[src/rtl/control_sequencer.sv]
// Microcoded control unit: steps the microinstruction counter, decodes opcode/step
// into the bus control word, and keeps the {C,Z} flags used by conditional jumps.
module control_sequencer #(
    parameter int unsigned STEPS = 5
) (
    input  logic       clk,
    input  logic       rst,
    input  logic [3:0] opcode,
    input  logic       carry,
    input  logic       zero,
    output logic       HLT,
    output logic       MI,
    output logic       RI,
    output logic       RO,
    output logic       IO,
    output logic       II,
    output logic       AI,
    output logic       AO,
    output logic       BI,
    output logic       BO,
    output logic       EO,
    output logic       SU,
    output logic       OI,
    output logic       CE,
    output logic       CO,
    output logic       J,
    output logic       FI,
    output logic [2:0] step,
    output logic [1:0] flags
);

    localparam int unsigned STEP_W = 3;
    localparam logic [STEP_W-1:0] LAST_STEP = STEP_W'(STEPS - 1);

    localparam logic [3:0] OP_LDA = 4'b0001;
    localparam logic [3:0] OP_ADD = 4'b0010;
    localparam logic [3:0] OP_SUB = 4'b0011;
    localparam logic [3:0] OP_STA = 4'b0100;
    localparam logic [3:0] OP_LDI = 4'b0101;
    localparam logic [3:0] OP_JMP = 4'b0110;
    localparam logic [3:0] OP_JC  = 4'b0111;
    localparam logic [3:0] OP_JZ  = 4'b1000;
    localparam logic [3:0] OP_OUT = 4'b1110;
    localparam logic [3:0] OP_HLT = 4'b1111;

    logic [STEP_W-1:0] step_next;
    logic [1:0]        flags_next;
    logic              halted;
    logic              halted_next;

    // State register: step counter, stored flags, halt latch
    always_ff @(posedge clk) begin
        if (!rst) begin
            step   <= '0;
            flags  <= 2'b00;
            halted <= 1'b0;
        end else begin
            step   <= step_next;
            flags  <= flags_next;
            halted <= halted_next;
        end
    end

    // Next state: counter wraps at STEPS-1; everything freezes once halted
    always_comb begin
        step_next   = step;
        flags_next  = flags;
        halted_next = halted;
        if (!halted) begin
            step_next = (step == LAST_STEP) ? '0 : step + STEP_W'(1);
            if (FI) flags_next = {carry, zero};
            if (HLT) halted_next = 1'b1;
        end
    end

    // Control word decode; reset forces an all-zero word regardless of state
    always_comb begin
        HLT = 1'b0; MI = 1'b0; RI = 1'b0; RO = 1'b0; IO = 1'b0; II = 1'b0;
        AI  = 1'b0; AO = 1'b0; BI = 1'b0; BO = 1'b0; EO = 1'b0; SU = 1'b0;
        OI  = 1'b0; CE = 1'b0; CO = 1'b0; J  = 1'b0; FI = 1'b0;
        if (rst) begin
            if (halted) begin
                HLT = 1'b1;
            end else begin
                case (step)
                    3'd0: begin CO = 1'b1; MI = 1'b1; end
                    3'd1: begin RO = 1'b1; II = 1'b1; CE = 1'b1; end
                    3'd2: begin
                        case (opcode)
                            OP_LDA, OP_ADD, OP_SUB, OP_STA: begin IO = 1'b1; MI = 1'b1; end
                            OP_LDI: begin IO = 1'b1; AI = 1'b1; end
                            OP_JMP: begin IO = 1'b1; J = 1'b1; end
                            OP_JC:  begin IO = flags[1]; J = flags[1]; end
                            OP_JZ:  begin IO = flags[0]; J = flags[0]; end
                            OP_OUT: begin AO = 1'b1; OI = 1'b1; end
                            OP_HLT: HLT = 1'b1;
                            default: ;
                        endcase
                    end
                    3'd3: begin
                        case (opcode)
                            OP_LDA:         begin RO = 1'b1; AI = 1'b1; end
                            OP_ADD, OP_SUB: begin RO = 1'b1; BI = 1'b1; end
                            OP_STA:         begin AO = 1'b1; RI = 1'b1; end
                            default: ;
                        endcase
                    end
                    3'd4: begin
                        if (opcode == OP_ADD || opcode == OP_SUB) begin
                            EO = 1'b1; AI = 1'b1; FI = 1'b1;
                            SU = (opcode == OP_SUB);
                        end
                    end
                    default: ;
                endcase
            end
        end
    end

endmodule

[config.mk]
export PLATFORM = sky130hd
export DESIGN_NAME = control_sequencer
export DESIGN_NICKNAME = d
export VERILOG_FILES = /design/src/rtl/control_sequencer.sv
export SDC_FILE = /design/constraint.sdc
export NUM_CORES = 1
export LEC_CHECK = 0
export BUFFER_PORTS_ARGS = -buffer_cell sky130_fd_sc_hd__buf_2
export CAP_MARGIN = 40
export CORE_UTILIZATION = 25
export CTS_CLUSTER_SIZE = 25
export DETAILED_ROUTE_END_ITERATION = 10
export GPL_TIMING_DRIVEN = 0
export PLACE_DENSITY = 0.59
export SLEW_MARGIN = 20
export SYNTH_ARGS = -nofsm -noshare
export SYNTH_HDL_FRONTEND = slang
export SYNTH_SLANG_ARGS = --single-unit
[constraint.sdc]
create_clock -name clk -period 3.33 [get_ports clk]
set_clock_uncertainty 0.05 [all_clocks]
set_input_delay 0.333 -clock clk [delete_from_list [all_inputs] [get_ports clk]]
set_output_delay 0.333 -clock clk [all_outputs]
set_load 0.01 [all_outputs]
# == Word level (Yosys, flattened, before mapping) ==
# Index checks and enable logic that the tools add are counted.
# classes
add_sub_neg,1
eq_ne,14
reduce_logical,7
bitwise_logic,1
mux,57
# op_table
cell,count
1-bit 2-to-1 mux,50
"4-bit by 3-bit == test with 1-bit output, second input constant",4
"4-bit == test, second input constant",3
1-bit one-hot mux with 3 select lines,3
"4-bit by 2-bit == test with 1-bit output, second input constant",2
"3-bit by 2-bit == test with 1-bit output, second input constant",2
1-bit one-hot mux with 2 select lines,3
6-bit OR reduction,1
"4-bit by 1-bit == test with 1-bit output, second input constant",1
4-bit OR reduction,1
"3-bit by 1-bit adder with 3-bit output, second input constant",1
"3-bit by 1-bit == test with 1-bit output, second input constant",1
"3-bit == test, second input constant",1
3-bit logical NOT,1
3-bit 2-to-1 mux,1
3-bit OR reduction,1
2-bit AND reduction,1
2-bit OR reduction,1
1-bit logical OR,1
1-bit NOT,1
# totals
output_inout_bits,22
elab_cells,83
register_bits,6

# == Longest topological paths before layout ==
# Gate-level depths: netlist of run 1.
# logic_depth
ltp_word,7
depth_mapped,6
ltp_nobuf,5

# == Worst setup path after synthesis of run 1 ==
# OpenSTA, ideal clock, no wires.
# synth_timing
path_type,register to output
startpoint,register step[0]
endpoint,output FI
arrival_ps,1421
path_buffers,1
setup_slack_ps,1526
path_stages_with_launch,7
required_ps,2947
path_cell_list,dfxtp_1 inv_1 ha_1 nand2_1 or2_1 nor2_1 buf_4
# synth_between
elab_chain_cells,4
# synth_lines
element,line,source
start: declaration,28,"output logic [2:0] step,"
start signal: assignment,58,step <= step_next;
3-bit == test,-,
1-bit 2-to-1 mux (3 in series),-,
end: declaration,27,"output logic FI,"
# Every way passes these cells.

# == Worst setup path after layout of run 1 ==
# layout_timing
startpoint,register step[0]
endpoint,output FI
# layout_between
elab_chain_cells,4
# layout_lines
element,line,source
3-bit == test,85,case (step)
1-bit 2-to-1 mux,85,
1-bit 2-to-1 mux,82,if (halted) begin
1-bit 2-to-1 mux,81,if (rst) begin
# Every way passes these cells.

==> impl_metrics.py, run 1 <==
metrics = {
    "timing": {
        "slew_viol_final": 0,
        "fin_crit_sh_pct": 65.2,
        "rsz0062_at_grt": "no",
        "max_freq_mhz": 460,
        "setup_viol": 0,
        "hold_viol": 0,
        "tns_ns": 0,
        "min_period_ns": 2.17,
    },
    "clock_network": {
        "clkTransAtPathRegs_ns": 0.04,
        "numCtsBuffers": 3,
        "ctsResizeCount": 0,
        "post_cts_buffers": 0,
        "tritoncts": "done",
        "clockRootBuffer": "clkbuf_4",
        "clock_latency_ns": 0.24,
        "cts_buffer_depth": 2,
        "h-tree-depth": 1,
        "cts_num_sinks": 6,
        "ctsHoldBuffers": 0,
    },
    "detailed_routing": {
        "drt_iter0_markers": 10,
        "post_drt_wl_per_cell_um": 10.6,
        "route.vias.total": 722,
        "drc_errors": 0,
        "finalWirelength_mm": 1.59,
        "ant_nets": 0,
        "vias_per_cell": 4.81,
        "dr.pass1.iters": 4,
    },
    "synthesis": {
        "post_synth.cell_area_avg_sq_um": 7.27,
        "ys_ff_latch": 6,
        "synth_seq_area_share_pct": 18.6,
        "yosys.area.top_type_share_pct": 18.6,
        "synth_cell_type_count": 40,
        "postSynthCellCount": 89,
        "ys_top_cells_by_area": "dfxtp_1 (19%), ha_1 (9.7%), nand2_1 (4.6%), o21a_1 (4.6%), nor2_1 (4.1%)",
        "yosysTopAreaCell": "dfxtp_1",
        "yosysWarnings": 0,
        "syn-cell-area_sq_um": 647,
        "syn_nets": 102,
    },
    "global_route": {
        "grt_pass1_vias": 612,
        "grt_pass1_wl_mm": 2.62,
        "antenna_found_initial": 0,
        "grt_use_total_pct": 12.5,
        "grt_max_degree": 11,
        "grt_overflow": 0,
    },
    "critical_path": {
        "crit_type": "flop to output pin",
        "cp-end-kind": "output pin",
        "reg2reg_from": "step[0]",
        "ff2ff_path_depth": 5,
        "ff2ff_setup_slack_ns": 1.76,
        "r2r-end": "flags[1]",
        "cp.arrival_ns": 1.79,
        "required_ns": 2.95,
        "worstSetupStartpointType": "flop",
        "path_cells": "inv_1, ha_1, nand2_1, or2_1, nor2_1, buf_4, buf_2",
        "max_stage_delay_ns": 0.36,
        "critical_path.slowest_cell": "dfxtp_1",
        "worst-path-max-fanout": 7,
    },
    "layout": {
        "diodes": 0,
        "fin_cells": 150,
        "final_util_pct": 34.5,
        "nFillCells": 272,
        "nets": 135,
        "syn_to_final_growth_pct": 30.9,
        "design_area_sq_um": 847,
        "layout-drive-gt1-share_pct": 31.7,
    },
    "min_path": {
        "holdPathEnd": "flags[0]",
        "holdPathStages": 3,
        "worstHoldStart": "zero",
        "hold_path_class": "input pin to flop",
    },
    "placed_design": {
        "dpl_cell_area_sq_um": 825,
        "place_inst": 147,
        "place_congestion": 0.766,
        "hpwl_mm": 1.28,
        "io_buffer_count": 28,
    },
    "power_and_ir_drop": {
        "power_frac_seq_pct": 34.8,
        "vdd_drop_max_mv": 0.234,
        "power_frac_comb_pct": 38.0,
        "switching_share_pct": 33.9,
        "p_sw_mw": 0.0804,
        "p_leak_nw": 0.417,
        "p_int_mw": 0.157,
        "p_total_mw": 0.237,
        "pwr-share-clk_pct": 27.2,
        "p_per_area_nw_per_um2": 280,
    },
    "die": {
        "num_rows": 18,
        "start_util_pct": 26.4,
        "die_area_sq_um": 2790,
        "fp.dieH_um": 52.9,
        "die_x_um": 52.9,
        "coreArea_sq_um": 2450,
        "io_pins": 30,
    },
    "run": {
        "max_cap_violations": 0,
    },
    "run_status": {
        "status": "completed",
    },
}
==> per-layer routing <==
metal / vias to the layer above / global-route usage [%] / wire, um
met5: - / 0 / 0
met3: 4 / 2.30 / 89
met1: 319 / 15.8 / 761
met4: 0 / 6.58 / 33
li1: 377 / - / -
met2: 22 / 19.8 / 705
==> area by class of cell <==
cell class / count / area (sq um) / area share (%)
Buffer: 9 / 47.5 / 5.61
Clock buffer: 3 / 22.5 / 2.66
Inverter: 6 / 22.5 / 2.66
Multi-Input combinational cell: 68 / 457 / 53.9
Sequential cell: 6 / 120 / 14.2
Tap cell: 30 / 37.5 / 4.43
Timing Repair Buffer: 28 / 140 / 16.5
==> cells in the mapped netlist, drive strengths merged <==
cell type,count
ha,5
a31oi,1
o21ai,2
and3,2
nand2,8
inv,6
a41oi,1
nand2b,1
buf,5
a21oi,4
nor3,2
and4bb,1
o21bai,1
a22oi,1
conb,1
o21a,4
and3b,1
a311oi,1
or3b,1
mux2i,2
nor2,7
nor4,2
nor2b,4
nand4,1
clkbuf,4
nand3b,2
or3,2
nor3b,1
nor4b,1
dfxtp,6
a21boi,1
nand3,2
o211ai,1
nand4bb,1
or2,2
a211oi,2
==> sequential cells by signal (all words and copies together), names as in the netlist <==
name	flops
step	3
halted	1
flags	2
==> placed cells by master (no fill, tap or decap), types with 3 or more instances in the layout <==
cell type and instances:
buf_2 30, nand2_1 8, nor2_1 7, dfxtp_1 6
inv_1 5, ha_1 5, clkbuf_1 4, a21oi_1 4
o21a_1 4, nor2b_1 4, buf_4 3, clkbuf_4 3
==> worst max-delay path, delay by kind of cell, from the launching register on <==
kind / cells / cell delay, ns
buffers and inverters: 3 / 0.35
and+or+nand+nor: 3 / 0.57
DFF: 1 / 0.36
adders and majority gates: 1 / 0.26
==> how the worst max path moves through the flow <==
stage               slack, ns  cells after the start     from  end
detailed placement       1.41                      7  step[0]   FI
global placement         1.43                      7  step[0]   FI
finish                   1.16                      7  step[0]   FI
CTS                      1.14                      7  step[0]   FI
floorplan                1.53                      6  step[0]   FI
global route             1.04                      7  step[0]   FI
==> stage by stage <==
stage	hold slack, ns	setup WS (ns)
after floorplan	0.422	1.53
after global placement	0.416	1.43
after detailed placement	0.428	1.41
after CTS	0.279	1.14
after global routing	0.294	1.04
final	0.287	1.16
==> power groups by stage <==
stage	clock network (mW)	logic, mW	registers [mW]
3_3_place_gp	0	0.0886	0.0837
5_1_grt	0.0751	0.101	0.0834
2_1_floorplan	0	0.0589	0.0853
3_5_place_dp	0	0.0894	0.0842
4_1_cts	0.0677	0.0901	0.0829
6_report	0.0646	0.0901	0.0826
==> cell families after synthesis <==
logic type	share of synthesized area, %
flip-flops	18.6
AO/OA/AOI/OAI	19.9
adder cells (fa/ha/maj)	9.67
other	0.580
AND/OR/NAND/NOR	37.3
buffers and inverters	10.8
multiplexers	3.09
Power figures use the tool's default switching activity.
==> run 2, diff against run 1 <==
PLACE_DENSITY = 0.61   (was 0.59)
clock period = 1.85 ns   (was 3.33 ns; I/O delays follow)
==> impl_metrics.py, run 2 (synthesized netlist as in run 1, its figures left out) <==
metrics = {
    "critical_path": {
        "cp-end-kind": "output pin",
        "worst-path-max-fanout": 7,
        "reg2reg_from": "step[0]",
        "worstSetupStartpointType": "flop",
        "cp-startpoint": "step[0]",
        "required_ns": 1.62,
        "cp.arrival_ns": 1.55,
        "crit_type": "flop to output pin",
    },
    "layout": {
        "design_area_sq_um": 972,
        "layout-drive-gt1-share_pct": 46.0,
        "largest_reg_flops": 3,
        "final_util_pct": 39.6,
        "nets": 139,
        "layout_commonest_cell": "buf_2",
        "fin_cells": 154,
        "top_register": "step",
        "diodes": 0,
        "largest_registers": "step: 3 flops, flags: 2 flops, halted: 1 flops",
        "syn_to_final_growth_pct": 50.3,
        "mostFrequentLayoutCells": "buf_2 (29), nand2_1 (7), buf_4 (7)",
    },
    "detailed_routing": {
        "ant_nets": 0,
        "vias_per_cell": 4.98,
        "finalWirelength_mm": 1.79,
        "dr.pass1.iters": 4,
        "route.vias.total": 767,
        "post_drt_wl_per_cell_um": 11.6,
        "drc_errors": 0,
        "drt_iter0_markers": 6,
    },
    "clock_network": {
        "cts_num_sinks": 6,
        "tritoncts": "done",
        "cts_buffer_depth": 2,
        "numCtsBuffers": 3,
        "clockRootBuffer": "clkbuf_4",
        "ctsHoldBuffers": 0,
        "clkTransAtPathRegs_ns": 0.05,
        "clock_latency_ns": 0.24,
        "h-tree-depth": 1,
    },
    "min_path": {
        "hold_path_class": "input pin to flop",
        "worstHoldStart": "carry",
    },
    "timing": {
        "setup_ws_ns": 0.0653,
        "tns_ns": 0,
        "hold_slack_ns": 0.143,
        "min_period_ns": 1.78,
        "fin_crit_sh_pct": 96.5,
        "slew_viol_final": 0,
        "hold_viol": 0,
        "max_freq_mhz": 560,
        "setup_viol": 0,
    },
    "placed_design": {
        "dpl_cell_area_sq_um": 825,
        "place_inst": 147,
        "pre_cts_ws_ns": 0.0722,
        "hpwl_mm": 1.35,
        "io_buffer_count": 28,
        "place_congestion": 0.787,
    },
    "global_route": {
        "grt_pass1_wl_mm": 2.85,
        "grt_max_degree": 11,
        "antenna_found_initial": 0,
        "grt_pass1_vias": 702,
        "grt_use_total_pct": 13.7,
        "grt_overflow": 0,
    },
    "power_and_ir_drop": {
        "p_per_area_nw_per_um2": 502,
        "vdd_drop_max_mv": 0.504,
        "p_total_mw": 0.488,
        "p_leak_nw": 0.447,
    },
    "die": {
        "fp.dieH_um": 52.9,
        "die_x_um": 52.9,
        "start_util_pct": 26.4,
        "io_pins": 30,
        "coreArea_sq_um": 2450,
        "die_area_sq_um": 2790,
        "num_rows": 18,
    },
    "run": {
        "max_cap_violations": 0,
    },
    "run_status": {
        "status": "completed",
    },
}
run 2: final timing paths:
check / end / slack [ns] / cells past startpoint
max: AI / 0.07 / 6
max reg2reg: flags[1] / 0.49 / 5
min: flags[1] / 0.14 / 3
min reg2reg: flags[1] / 0.44 / 2
run 2: layout make-up:
class	instances	area, sq um
clock buffers	3	22.5
repair buffers	32	170
inverters	6	27.5
well taps	30	37.5
flip-flops and latches	6	128
plain buffers	9	55.1
multi-input cells	68	532
fillers	268	1480
run 2: power by group:
| group | leakage (nW) | internal, mW | switching (mW) |
|---|---|---|---|
| registers | 0.0501 | 0.140 | 0.0178 |
| logic | 0.383 | 0.102 | 0.108 |
| clock network | 0.0138 | 0.0733 | 0.0456 |
| total | 0.447 | 0.316 | 0.172 |
run 2: layer usage:
metal	part of all wire (%)	global-route usage [%]	vias up
met1	46	16.6	360
met4	0	6.58	0
li1	-	-	385
met5	0	0	-
met3	5.2	1.15	0
met2	49	23.8	22
run 2: what timing repair did:
item / 4_1_cts / 5_1_grt
setup buffers: 0 / 4
pin swaps: 2 / 7
gates resized for setup: 11 / 17
setup endpoints to repair: 7 / 8
run 2: critical path, cell delays in order, from the launching register on:
cell,delay [ns]
dfxtp_4,0.40
ha_4,0.16
ha_4,0.14
nor2b_4,0.12
o211ai_1,0.11
a211oi_2,0.22
buf_2,0.16
